==> src/rtl/fifo_uart_tx.sv <==
// fifo_uart_tx
//   Drains a byte FIFO onto a UART TX line. Each entry is popped through the
//   FIFO read port, captured one cycle later (registered FIFO read), and sent
//   as a frame: start bit, DATA_WIDTH data bits LSB first, optional even
//   parity bit, and one stop bit. Every bit is held CPB = CLOCK_FREQ/BAUD_RATE
//   clock cycles. New frames start only while tx_en is high.
//
//   Optional feature: define UART_TX_PARITY_EN to insert an even parity bit
//   between the last data bit and the stop bit. Without it the frame is 8N1.
//
// Ports
//   clk         in   system clock, all state on the rising edge
//   rst         in   asynchronous active-low reset
//   tx_en       in   1 = start new frames; 0 = finish current frame, then idle
//   fifo_empty  in   FIFO empty flag
//   fifo_dout   in   FIFO read data, valid the cycle after fifo_rd_en
//   fifo_rd_en  out  one-cycle pop request (combinational from state)
//   serial_out  out  UART TX line, idle high, registered
//   busy        out  high from FETCH through the end of STOP, registered
//   frame_done  out  one-cycle pulse on the last stop-bit cycle, registered
module fifo_uart_tx #(
  parameter int CLOCK_FREQ = 125_000_000,
  parameter int BAUD_RATE  = 115_200,
  parameter int DATA_WIDTH = 8
) (
  input  logic                  clk,
  input  logic                  rst,
  input  logic                  tx_en,
  input  logic                  fifo_empty,
  input  logic [DATA_WIDTH-1:0] fifo_dout,
  output logic                  fifo_rd_en,
  output logic                  serial_out,
  output logic                  busy,
  output logic                  frame_done
);

  localparam int CPB = CLOCK_FREQ / BAUD_RATE;
  localparam int CW  = $clog2(CPB) + 1;
  localparam int BW  = (DATA_WIDTH > 1) ? $clog2(DATA_WIDTH) : 1;
  localparam logic [CW-1:0] CPB_LAST = CW'(CPB - 1);
  localparam logic [BW-1:0] BIT_LAST = BW'(DATA_WIDTH - 1);

  // Line states are encoded at and above S_START so "driving the line"
  // is a single magnitude compare.
  typedef enum logic [2:0] {
    S_IDLE   = 3'd0,
    S_FETCH  = 3'd1,
    S_LOAD   = 3'd2,
    S_START  = 3'd3,
    S_DATA   = 3'd4,
`ifdef UART_TX_PARITY_EN
    S_PARITY = 3'd5,
`endif
    S_STOP   = 3'd6
  } state_t;

  state_t                state_reg, state_next;
  logic [CW-1:0]         baud_reg, baud_next;
  logic [BW-1:0]         bit_reg, bit_next;
  logic [DATA_WIDTH-1:0] shreg_reg, shreg_next;
  logic                  serial_out_reg, serial_out_next;
  logic                  busy_reg, busy_next;
  logic                  frame_done_reg, frame_done_next;
  logic                  bit_end;
`ifdef UART_TX_PARITY_EN
  logic                  parity_reg, parity_next;
`endif

  assign bit_end = (baud_reg == CPB_LAST);

  // State register
  always_ff @(posedge clk or negedge rst) begin
    if (!rst) state_reg <= S_IDLE;
    else      state_reg <= state_next;
  end

  // Next-state logic
  always_comb begin
    state_next = state_reg;
    case (state_reg)
      S_IDLE:   if (tx_en && !fifo_empty) state_next = S_FETCH;
      // The FIFO can empty between the IDLE decision and the pop.
      S_FETCH:  state_next = fifo_empty ? S_IDLE : S_LOAD;
      S_LOAD:   state_next = S_START;
      S_START:  if (bit_end) state_next = S_DATA;
      S_DATA:
        if (bit_end && (bit_reg == BIT_LAST)) begin
`ifdef UART_TX_PARITY_EN
          state_next = S_PARITY;
`else
          state_next = S_STOP;
`endif
        end
`ifdef UART_TX_PARITY_EN
      S_PARITY: if (bit_end) state_next = S_STOP;
`endif
      S_STOP:
        if (bit_end) state_next = (tx_en && !fifo_empty) ? S_FETCH : S_IDLE;
      default:  state_next = S_IDLE;
    endcase
  end

  // Datapath next values: baud/bit counters and shift register
  always_comb begin
    // Counter restarts on every bit boundary and every state change.
    baud_next = '0;
    if ((state_reg >= S_START) && (state_next == state_reg) && !bit_end)
      baud_next = baud_reg + 1'b1;

    bit_next = bit_reg;
    if (state_reg != S_DATA) bit_next = '0;
    else if (bit_end)        bit_next = bit_reg + 1'b1;

    shreg_next = shreg_reg;
    if (state_reg == S_LOAD)                  shreg_next = fifo_dout;
    else if ((state_reg == S_DATA) && bit_end) shreg_next = shreg_reg >> 1;

`ifdef UART_TX_PARITY_EN
    parity_next = (state_reg == S_LOAD) ? ^fifo_dout : parity_reg;
`endif
  end

  // Output logic. Registered outputs are computed from the next state so the
  // registered value lines up with the state it belongs to.
  always_comb begin
    fifo_rd_en      = (state_reg == S_FETCH) && !fifo_empty;
    busy_next       = (state_next != S_IDLE);
    frame_done_next = (state_next == S_STOP) && (baud_next == CPB_LAST);
    case (state_next)
      S_START:  serial_out_next = 1'b0;
      S_DATA:   serial_out_next = shreg_next[0];
`ifdef UART_TX_PARITY_EN
      S_PARITY: serial_out_next = parity_reg;
`endif
      default:  serial_out_next = 1'b1;
    endcase
  end

  always_ff @(posedge clk or negedge rst) begin
    if (!rst) begin
      baud_reg       <= '0;
      bit_reg        <= '0;
      shreg_reg      <= '0;
      serial_out_reg <= 1'b1;
      busy_reg       <= 1'b0;
      frame_done_reg <= 1'b0;
`ifdef UART_TX_PARITY_EN
      parity_reg     <= 1'b0;
`endif
    end else begin
      baud_reg       <= baud_next;
      bit_reg        <= bit_next;
      shreg_reg      <= shreg_next;
      serial_out_reg <= serial_out_next;
      busy_reg       <= busy_next;
      frame_done_reg <= frame_done_next;
`ifdef UART_TX_PARITY_EN
      parity_reg     <= parity_next;
`endif
    end
  end

  assign serial_out = serial_out_reg;
  assign busy       = busy_reg;
  assign frame_done = frame_done_reg;

endmodule

==> config.mk <==
export PLATFORM = sky130hd
export DESIGN_NAME = fifo_uart_tx
export DESIGN_NICKNAME = d
export VERILOG_FILES = /design/src/rtl/fifo_uart_tx.sv
export SDC_FILE = /design/constraint.sdc
export NUM_CORES = 1
export LEC_CHECK = 0
export BUFFER_PORTS_ARGS = -buffer_cell sky130_fd_sc_hd__buf_2
export CAP_MARGIN = 20
export CORE_MARGIN = 2
export CORE_UTILIZATION = 30
export CTS_CLUSTER_DIAMETER = 50
export DETAILED_ROUTE_END_ITERATION = 8
export PLACE_DENSITY = 0.5
export SLEW_MARGIN = 20
export SYNTH_ARGS = -nofsm -noshare
export SYNTH_HDL_FRONTEND = slang
export SYNTH_SLANG_ARGS = --single-unit
==> constraint.sdc <==
create_clock -name clk -period 4.4 [get_ports clk]
set_input_delay 0.44 -clock clk [delete_from_list [all_inputs] [get_ports clk]]
set_output_delay 0.44 -clock clk [all_outputs]
set_load 0.005 [all_outputs]
==> results of run 1 <==
[cell usage in the layout, fill, tap and decap left out, drive strengths merged]
cell,synthesis,layout
ha,4,4
nor4b,3,3
o22ai,1,1
clkbuf,1,8
nor4,4,4
xor2,3,3
dfrtp,28,28
nand3,8,8
nand2b,2,2
and4,2,2
o21ai,8,8
a211oi,1,1
nor2b,2,2
nor2,14,14
nor4bb,1,1
dfstp,1,1
a21o,2,2
and4b,1,1
or2,2,2
nor3b,3,3
a311oi,1,1
o21bai,1,1
nor3,2,2
a21oi,3,3
and3,1,1
buf,7,15
xnor2,7,7
a41o,1,1
nand4,5,5
inv,8,8
nand2,18,18
and2b,1,1
mux2i,10,10
or3,1,1
nand4bb,1,1
[report_power, final]
group	switching, W	leakage, nW	internal, W
Sequential	0.0000491	0.364	0.000316
Combinational	0.0000789	0.403	0.0000675
Clock	0.0000972	0.0395	0.000112
[stage by stage]
stage / cells / util (%) / hold WS [ps]
after floorplan: 158 / - / 144
after global placement: 235 / 33.2 / 501
after detailed placement: 235 / 33.2 / 515
after CTS: 243 / 34.8 / 206
after global routing: 243 / 34.8 / 229
final: 243 / 34.8 / 188
[critical path: cells and delay by family, from the launching register on]
kind | cells | cell delay, ps
and+or+nand+nor | 5 | 1350
adders and majority gates | 1 | 170
buffers and inverters | 1 | 90
DFF | 1 | 460
[cell families after synthesis]
logic type               count (synthesis)
buffers and inverters                   16
XOR/XNOR                                10
flip-flops                              29
AND/OR/NAND/NOR                         71
AO/OA/AOI/OAI                           18
multiplexers                            10
adder cells (fa/ha/maj)                  4
[synthesized netlist by cell type, types with 2 or more instances]
| library cell | n | area share [%] |
|---|---|---|
| buf_2 | 4 | 1.3 |
| a21o_1 | 2 | 0.94 |
| nand4_1 | 4 | 1.6 |
| nor4_1 | 3 | 1.2 |
| nor3b_1 | 2 | 0.94 |
| xnor2_1 | 7 | 3.8 |
| nand2_1 | 18 | 4.2 |
| mux2i_1 | 10 | 6.3 |
| nand3_1 | 7 | 2.2 |
| xor2_1 | 3 | 1.6 |
| nand2b_1 | 2 | 0.79 |
| buf_6 | 3 | 2.1 |
| a21oi_1 | 3 | 0.94 |
| dfrtp_1 | 28 | 44 |
| inv_1 | 8 | 1.9 |
| and4_1 | 2 | 1.1 |
| ha_1 | 4 | 3.1 |
| nor2_1 | 14 | 3.3 |
| nor4b_1 | 2 | 1.1 |
| nor2b_1 | 2 | 0.79 |
| nor3_1 | 2 | 0.63 |
| o21ai_0 | 8 | 2.5 |
[area by class of cell]
type | count | area, um^2
clock buffer | 8 | 80.1
timing repair buffer | 15 | 75.1
fill | 536 | 3330
sequential | 29 | 727
tap | 70 | 87.6
multi-input combinational | 113 | 778
inverter | 8 | 30.0
[worst min-delay path by stage]
stage	startpoint	to	slack [ps]	cells past startpoint
after detailed placement	rst	baud_reg[6]	520	1
after global placement	rst	baud_reg[6]	500	1
after CTS	rst	bit_reg[2]	210	1
final	rst	baud_reg[6]	190	1
after floorplan	rst	baud_reg[0]	140	0
after global routing	rst	bit_reg[2]	230	1
[routing by layer]
layer  share of wire [%]  vias up  track usage [%]
met5                   0        -                0
met4                 2.0        0             6.55
met3                 5.3        7             3.88
met2                  47       22             18.7
met1                  45      547             14.5
li1                    -      577                -
==> summary.txt, run 1 <==
Floorplan
  • Die height: 76.9 um
  • I/O pins: 16
  • Row cnt: 26
  • DIE WIDTH: ~77 um
  • Die footprint: just under 6000 um^2
  • Initial core utilization: between 30% and 40%
  • Placeable Area: a little over 5000 um^2

Route
  • Number of remaining DRC errors: 0
  • DRT Pass-1 Iters: 4
  • DRT antenna net count: 0
  • 1st-iter DRT viols: 35
  • Routed vias: ~1.2k
  • Vias/cell: ~4.7
  • DR WL/cell: about 13 um
  • DRT Wirelength: 3.11 mm

Clock network
  • Clock transition at path regs: approximately 60 ps
  • Clock root buffer: clkbuf_8
  • Hold_buf cts: 0
  • CTS tree: built
  • Post-CTS sizing: 0
  • TritonCTS sink count: 29
  • Clock tree buffer depth: 2
  • CTS H-tree lvls: 2
  • Inserted Clock Buffers: 5
  • Post-CTS Setup Inserts: 0
  • Latest clock arrival within the worst-skew pair: 280 ps

Timing
  • Slew Viols, Final: 0
  • Max-slew headroom: between 40% and 50%
  • Setup Skew: approximately 4.8 ps
  • RSZ-0062 raised after global routing: false
  • Setup violators final: 0
  • Final Hold Vio Count: 0
  • Fmax: approximately 450 MHz
  • Tcrit/Tclk final: between 50 and 60%
  • Setup ws final: between 2000 and 2500 ps
  • Post-route setup TNS: 0 ps
  • Tmin final: roughly 2200 ps
  • Slew @ Worst Pin: 821 ps

Finish
  • Max FFs per register: 12
  • Share of cells above drive strength 1: 16.8%
  • Area growth from synthesis to layout: 11.6%
  • Layout net count: about 190
  • Ant diodes: 0
  • Final Cell Area: between 1500 and 2000 um^2

Yosys
  • Compound-Gate Fraction of Synth Area: under 10%
  • Ys async rst share: 100%
  • Top_reg_cell synth: dfrtp_1
  • Synthesized flop and latch total: 29
  • Post-Synth XOR/XNOR Area: under 10%
  • Mux cell area share after synthesis: around 6.3%
  • Yosys warns: 0
  • Main combinational cell family by area after synthesis: simple AND/OR/NAND/NOR gates
  • Synthesized area: between 1500 and 2000 um^2
  • Distinct cells, synth: between 40 and 50
  • Simple-Gate Fraction of Synth Area: 26.3%
  • Syn avg cell area: a little over 10 um^2
  • Adder and majority cell fraction of the synthesized area: under 10%
  • Post-synthesis instance total: about 160
  • Syn_nets: roughly 170
  • Post-synthesis sequential area ratio: 45.6%
  • Post-synth EDFFs: 0

Critical path
  • CP max stage delay: 460 ps
  • Setup Crit Path Kind: reg -> reg
  • RR Startpoint: baud_reg[0]
  • Worst setup path end: frame_done
  • Cell Chain, Critical Path: inv_1, ha_1, nor4b_4, and3_1, or2_1, nand4bb_1, nor4_2
  • Reg2Reg Depth: 7
  • CP arrival: 2370 ps
  • Startpoint Class: flip-flop
  • R2R Path End: frame_done
  • CP startpoint: baud_reg[0]
  • R2R Setup Slk: around 2200 ps
  • CP required: about 4600 ps
  • Largest fanout on the critical path: 12
  • CP max stage cell: dfrtp_1
  • Crit. End Element: flip-flop

Pwr
  • Maximum VDD drop: 0.0999 mV
  • Leakage: approximately 0.81 nW
  • Total power: 0.000721 W
  • Pwr dens: 405 nW/um^2

GRT
  • Initial antenna violation count: 0
  • GRT Total Usage: about an eighth
  • Total gr overflow: 0
  • Vias in the first global route: around 1.2k
  • Largest net degree at the start of global routing: 30
  • First-pass GRT wire length: about 5.5 mm

Placement
  • Dpl hpwl: 2.21 mm
  • IO buf count: 15
  • Final GP Congestion: approximately 0.82
  • Pre-CTS setup slack: about 2200 ps
  • Instance area at placement: roughly 1700 um^2

Run status
  • Status: completed

Min path
  • Hold WC Path Type: in -> async

Flow run
  • Max-cap violations: 0
(Power assumes the default switching activity.)
==> run 2: changes to the inputs <==
- clock period: 4.4 -> 2.1 ns (I/O delays scaled with it)
==> run 2 against run 1 <==
Core utilization rose by 1.1 points; final cell count rose by 2.5%; die area did not move; sequential power rose by 110%; critical path depth did not move; count of clock-buffer cells in the layout fell by 2.
==> summary.txt, run 2 (synthesized netlist as in run 1, its figures left out) <==
Finish
  • Layout net count: 194 (was 188)
  • Area growth from synthesis to layout: 15.2% (was 11.6%)
  • Ant diodes: 0 (unchanged)
  • Share of cells above drive strength 1: 21.2% (was 16.8%)
  • Final Cell Area: 1830 um^2 (was 1780 um^2)
  • Most frequent cells in the layout: dfrtp_1 (27), nand2_1 (18), buf_2 (15) (was dfrtp_1 (28), nand2_1 (18), buf_2 (15))
  • Fillers: 536 (unchanged)
  • Max FFs per register: 12 (unchanged)
  • Commonest non-fill, non-tap cell in the layout: dfrtp_1 (unchanged)

Floorplan
  • Row cnt: 26 (unchanged)
  • Die footprint: 5910 um^2 (unchanged)
  • Placeable Area: 5110 um^2 (unchanged)
  • DIE WIDTH: 76.9 um (unchanged)
  • I/O pins: 16 (unchanged)
  • Initial core utilization: 31.2% (unchanged)
  • Die height: 76.9 um (unchanged)

Route
  • DRT Pass-1 Iters: 4 (unchanged)
  • 1st-iter DRT viols: 19 (was 35)
  • DR WL/cell: 12.6 um (was 12.8 um)
  • Number of remaining DRC errors: 0 (unchanged)
  • Routed vias: 1186 (was 1153)
  • DRT antenna net count: 0 (unchanged)
  • DRT Wirelength: 3.15 mm (was 3.11 mm)
  • Vias/cell: 4.76 (was 4.74)

Placement
  • Instance area at placement: 1740 um^2 (was 1700 um^2)
  • Final GP Congestion: 0.873 (was 0.820)
  • Dpl hpwl: 2.32 mm (was 2.21 mm)
  • IO buf count: 15 (unchanged)

Critical path
  • CP required: 2280 ps (was 4550 ps)
  • Startpoint Class: flip-flop (unchanged)
  • Largest fanout on the critical path: 9 (was 12)
  • Setup Crit Path Kind: reg -> reg (unchanged)
  • R2R Setup Slk: 270 ps (was 2180 ps)
  • Crit. End Element: flip-flop (unchanged)
  • CP arrival: 2020 ps (was 2370 ps)

Pwr
  • Maximum VDD drop: 0.209 mV (was 0.0999 mV)
  • Pwr dens: 825 nW/um^2 (was 405 nW/um^2)
  • Leakage: 0.839 nW (was 0.807 nW)

Timing
  • Tcrit/Tclk final: 87.3% (was 50.4%)
  • Fmax: 545 MHz (was 451 MHz)
  • Post-route setup TNS: 0 ps (unchanged)
  • RSZ-0062 raised after global routing: false (unchanged)
  • Slew Viols, Final: 0 (unchanged)
  • Final Hold Vio Count: 0 (unchanged)
  • Tmin final: 1830 ps (was 2220 ps)
  • Max-slew headroom: 57.3% (was 45.0%)
  • Setup Skew: 9.37 ps (was 4.76 ps)
  • Slew @ Worst Pin: 641 ps (was 821 ps)
  • Setup violators final: 0 (unchanged)

Clock network
  • Inserted Clock Buffers: 5 (unchanged)
  • TritonCTS sink count: 29 (unchanged)
  • CTS H-tree lvls: 2 (unchanged)
  • Clock root buffer: clkbuf_8 (unchanged)
  • CTS tree: built (unchanged)
  • Clock transition at path regs: 60 ps (about the same)
  • Clock tree buffer depth: 2 (unchanged)
  • Latest clock arrival within the worst-skew pair: 280 ps (about the same)

Flow run
  • Max-cap violations: 0 (unchanged)

GRT
  • Met3 usage: 3.18% (was 3.88%)
  • Met1 GRT Util: 15.8% (was 14.5%)
  • Total gr overflow: 0 (unchanged)
  • Largest net degree at the start of global routing: 30 (unchanged)
  • First-pass GRT wire length: 5.64 mm (was 5.54 mm)
  • GRT busiest layer: met2 (unchanged)
  • Vias in the first global route: 1224 (was 1193)
  • Initial antenna violation count: 0 (unchanged)
  • GRT met2 Usage: 18.3% (was 18.7%)
  • GRT Total Usage: 12.0% (about the same)

Min path
  • Hold WC Path Type: in -> reg (was in -> async)

Run status
  • Status: completed (unchanged)
run 2: cell count changes in the layout (fill, tap and decap cells not counted), sizes merged:
cell	previous run	this run
buf	15	20
clkbuf	8	6
clkinv	0	2
dlygate4sd3	0	1
run 2: per-layer routing:
metal,part of all wire [%],vias up
met1,48,568
met3,3.3,5
met2,47,20
li1,-,593
met4,1.5,0
met5,0,-
run 2: metrics by stage:
step | power (W) | setup slack (ps) | std cells | hold slack (ps) | utilization [%]
floorplan | 0.000999 | 253 | 158 | -85.6 | -
global placement | 0.00108 | 220 | 240 | 272 | 34.0
detailed placement | 0.00109 | 170 | 240 | 286 | 34.0
CTS | 0.00154 | 157 | 249 | 135 | 35.8
global route | 0.00162 | 25.7 | 249 | 157 | 35.9
finish | 0.00151 | 266 | 249 | 141 | 35.9
run 2: area by class of cell:
type	instances	area [um^2]	area share (%)
clock buffer	6	72.6	3.96
multi-input combinational	113	783	42.7
sequential	29	728	39.7
timing repair buffer	21	123	6.68
tap	70	87.6	4.77
clock inverter	2	10.0	0.546
inverter	8	30.0	1.64
run 2: worst max-delay path, stage by stage, from the launching register on:
cell and delay [ps]:
dfrtp_2 450, inv_1 70, ha_1 160, nor4b_4 250
and3_4 270, and4b_1 190, a21oi_1 70, nor4_2 270
run 2: power breakdown:
part | internal, W | leakage (nW) | switching (W)
Sequential | 0.000664 | 0.363 | 0.000104
Clock | 0.000229 | 0.0450 | 0.000201
Combinational | 0.000149 | 0.431 | 0.000167
run 2: timing repair:
item | in CTS | in global routing
buffers inserted | 0 | 0
endpoints found under the setup margin | 0 | 3
hold buffers | 1 | 0
resized for setup | 0 | 3
hold endpoints to repair | 28 | 0
run 2: final timing paths:
path                               from            to  cells after the start
min in group asynchronous           rst   baud_reg[3]                      2
setup reg to reg            baud_reg[0]    frame_done                      7
max in group asynchronous           rst   baud_reg[0]                      2
hold / removal             fifo_dout[7]  shreg_reg[7]                      3
setup / recovery            baud_reg[0]    frame_done                      7
hold reg to reg             baud_reg[0]   baud_reg[0]                      1
==> run 3: changes to the inputs <==
- GPL_TIMING_DRIVEN: default -> 0
==> run 3 against run 2 <==
Sequential share of layout area down 2.5 points; first-iteration DRC count increased to 2.8 times the previous value; design area up 6.6%; global-route usage fell by 0.096 points; sequential power down 2%; core utilization rose by 2.4 points; clock skew down 3.2 ps; clock power rose by 17%; fmax decreased by 11%; via count rose by 2.3%; largest power group unchanged.
==> summary.txt, run 3 (synthesized netlist as in run 1, its figures left out) <==
Clock network
  • Inserted Clock Buffers: 5 (unchanged)
  • Clock tree buffer depth: 2 (unchanged)
  • Clock root buffer: clkbuf_8 (unchanged)
  • CTS H-tree lvls: 2 (unchanged)
  • Latest clock arrival within the worst-skew pair: 280 ps (about the same)
  • CTS tree: built (unchanged)
  • TritonCTS sink count: 29 (unchanged)
  • Clock transition at path regs: 60 ps (about the same)

Timing
  • Final Hold Vio Count: 0 (unchanged)
  • Setup ws final: 40.0 ps (was 266 ps)
  • Tmin final: 2060 ps (was 1830 ps)
  • Fmax: 485 MHz (was 545 MHz)
  • Slew Viols, Final: 0 (unchanged)
  • Slew @ Worst Pin: 654 ps (was 641 ps)
  • Setup Skew: 6.19 ps (was 9.37 ps)
  • Max-slew headroom: 56.4% (was 57.3%)
  • Setup violators final: 0 (unchanged)
  • Final hold slack: 143 ps (was 141 ps)
  • Tcrit/Tclk final: 98.1% (was 87.3%)

Run status
  • Status: completed (unchanged)

Pwr
  • Total internal power: 0.00115 W (was 0.00104 W)
  • Switching power: 0.000502 W (was 0.000472 W)
  • Switching share of power: 30.3% (was 31.2%)
  • Power share of the combinational group: 24.2% (was 20.9%)
  • Leakage: 0.893 nW (was 0.839 nW)
  • Reg power frac: 45.4% (was 50.7%)
  • Maximum VDD drop: 0.265 mV (was 0.209 mV)
  • Pwr dens: 846 nW/um^2 (was 825 nW/um^2)
  • Total power: 0.00166 W (was 0.00151 W)
  • Clock share of power: 30.3% (was 28.4%)

Route
  • Routed vias: 1213 (was 1186)
  • Number of remaining DRC errors: 0 (unchanged)
  • DRT antenna net count: 0 (unchanged)
  • DRT Wirelength: 3.24 mm (was 3.15 mm)
  • DR WL/cell: 12.5 um (was 12.6 um)
  • DRT Pass-1 Iters: 4 (unchanged)
  • Vias/cell: 4.68 (was 4.76)
  • 1st-iter DRT viols: 54 (was 19)

Critical path
  • CP arrival: 2230 ps (was 2020 ps)
  • CP required: 2270 ps (was 2280 ps)
  • Largest fanout on the critical path: 7 (was 9)
  • RR Startpoint: baud_reg[0] (unchanged)
  • Crit. End Element: flip-flop (unchanged)
  • Setup Crit Path Kind: reg -> reg (unchanged)
  • CP startpoint: baud_reg[0] (unchanged)
  • Startpoint Class: flip-flop (unchanged)

Finish
  • Max FFs per register: 12 (unchanged)
  • Most frequent cells in the layout: dfrtp_1 (27), buf_2 (18), nand2_1 (18) (was dfrtp_1 (27), nand2_1 (18), buf_2 (15))
  • Commonest non-fill, non-tap cell in the layout: dfrtp_1 (unchanged)
  • Layout net count: 204 (was 194)
  • Area growth from synthesis to layout: 22.8% (was 15.2%)
  • Ant diodes: 0 (unchanged)
  • Share of cells above drive strength 1: 27.0% (was 21.2%)

Flow run
  • Max-cap violations: 0 (unchanged)

GRT
  • Initial antenna violation count: 0 (unchanged)
  • Total gr overflow: 0 (unchanged)
  • Met3 usage: 3.76% (was 3.18%)
  • Largest net degree at the start of global routing: 30 (unchanged)
  • GRT Total Usage: 11.9% (was 12.0%)
  • Met1 GRT Util: 14.1% (was 15.8%)
  • GRT met2 Usage: 19.8% (was 18.3%)
  • First-pass GRT wire length: 5.61 mm (was 5.64 mm)
  • Vias in the first global route: 1248 (was 1224)
  • GRT busiest layer: met2 (unchanged)

Floorplan
  • Row cnt: 26 (unchanged)
  • Die footprint: 5910 um^2 (unchanged)
  • Die height: 76.9 um (unchanged)
  • Initial core utilization: 31.2% (unchanged)
  • DIE WIDTH: 76.9 um (unchanged)
  • Placeable Area: 5110 um^2 (unchanged)
  • I/O pins: 16 (unchanged)

Placement
  • Pre-CTS setup slack: -36.5 ps (was 170 ps)
  • Dpl hpwl: 2.32 mm (about the same)
  • Final GP Congestion: 0.836 (was 0.873)
  • IO buf count: 15 (unchanged)

Min path
  • Hold WC Path Type: in -> reg (unchanged)
  • Hold Startpoint: fifo_dout[6] (was fifo_dout[7])
run 3: critical path: stages (launching register included):
cell,delay [ps]
dfrtp_1,360
buf_6,120
inv_1,40
ha_2,190
nor4b_4,140
and3_1,160
buf_6,130
or2_4,240
nand4bb_1,240
nor4_2,330
run 3: power by group through the flow:
stage,sequential (W),clock (W),combinational [W]
6_report,0.000752,0.000502,0.000401
5_1_grt,0.000769,0.000543,0.000451
4_1_cts,0.000746,0.000517,0.000359
3_5_place_dp,0.000754,0,0.000353
3_3_place_gp,0.000751,0,0.000340
2_1_floorplan,0.000732,0,0.000267
run 3: cell type report:
type	instances	area [um^2]
sequential	29	728
buffer	8	63.8
multi-input combinational	113	807
inverter	8	30.0
fill	524	3150
clock inverter	1	5.00
clock buffer	7	96.3
timing repair buffer	23	138
tap	70	87.6
run 3: per-stage QoR:
step	setup TNS [ps]	cell area (um^2)	std cells	utilization (%)
2_1_floorplan	0	1590	158	-
3_3_place_gp	-35.6	1760	243	34.4
3_5_place_dp	-36.5	1760	243	34.4
6_report	0	1960	259	38.3
5_1_grt	-46.2	1960	259	38.3
4_1_cts	-6.07	1880	252	36.8
run 3: per-layer routing:
layer / part of all wire, % / vias to the layer above / wire (um)
met1: 46 / 576 / 1490
met5: 0 / - / 0
met3: 3.5 / 8 / 114
met2: 48 / 17 / 1560
li1: - / 612 / -
met4: 2.3 / 0 / 74
run 3: final timing paths:
path                                 to  cells after the start  slack [ps]
min                        shreg_reg[6]                      3         140
max in group asynchronous   baud_reg[1]                      2        1140
min reg2reg                  bit_reg[2]                      2         540
max reg2reg                  frame_done                      9          40
max                          frame_done                      9          40
min in group asynchronous   baud_reg[3]                      2         500
run 3: repair_timing:
action,4_1_cts,5_1_grt
pin swaps,0,6
gates resized for setup,2,8
setup endpoints to repair,2,14
buffers inserted,0,7
hold buffers,1,0
endpoints found under the hold margin,28,0
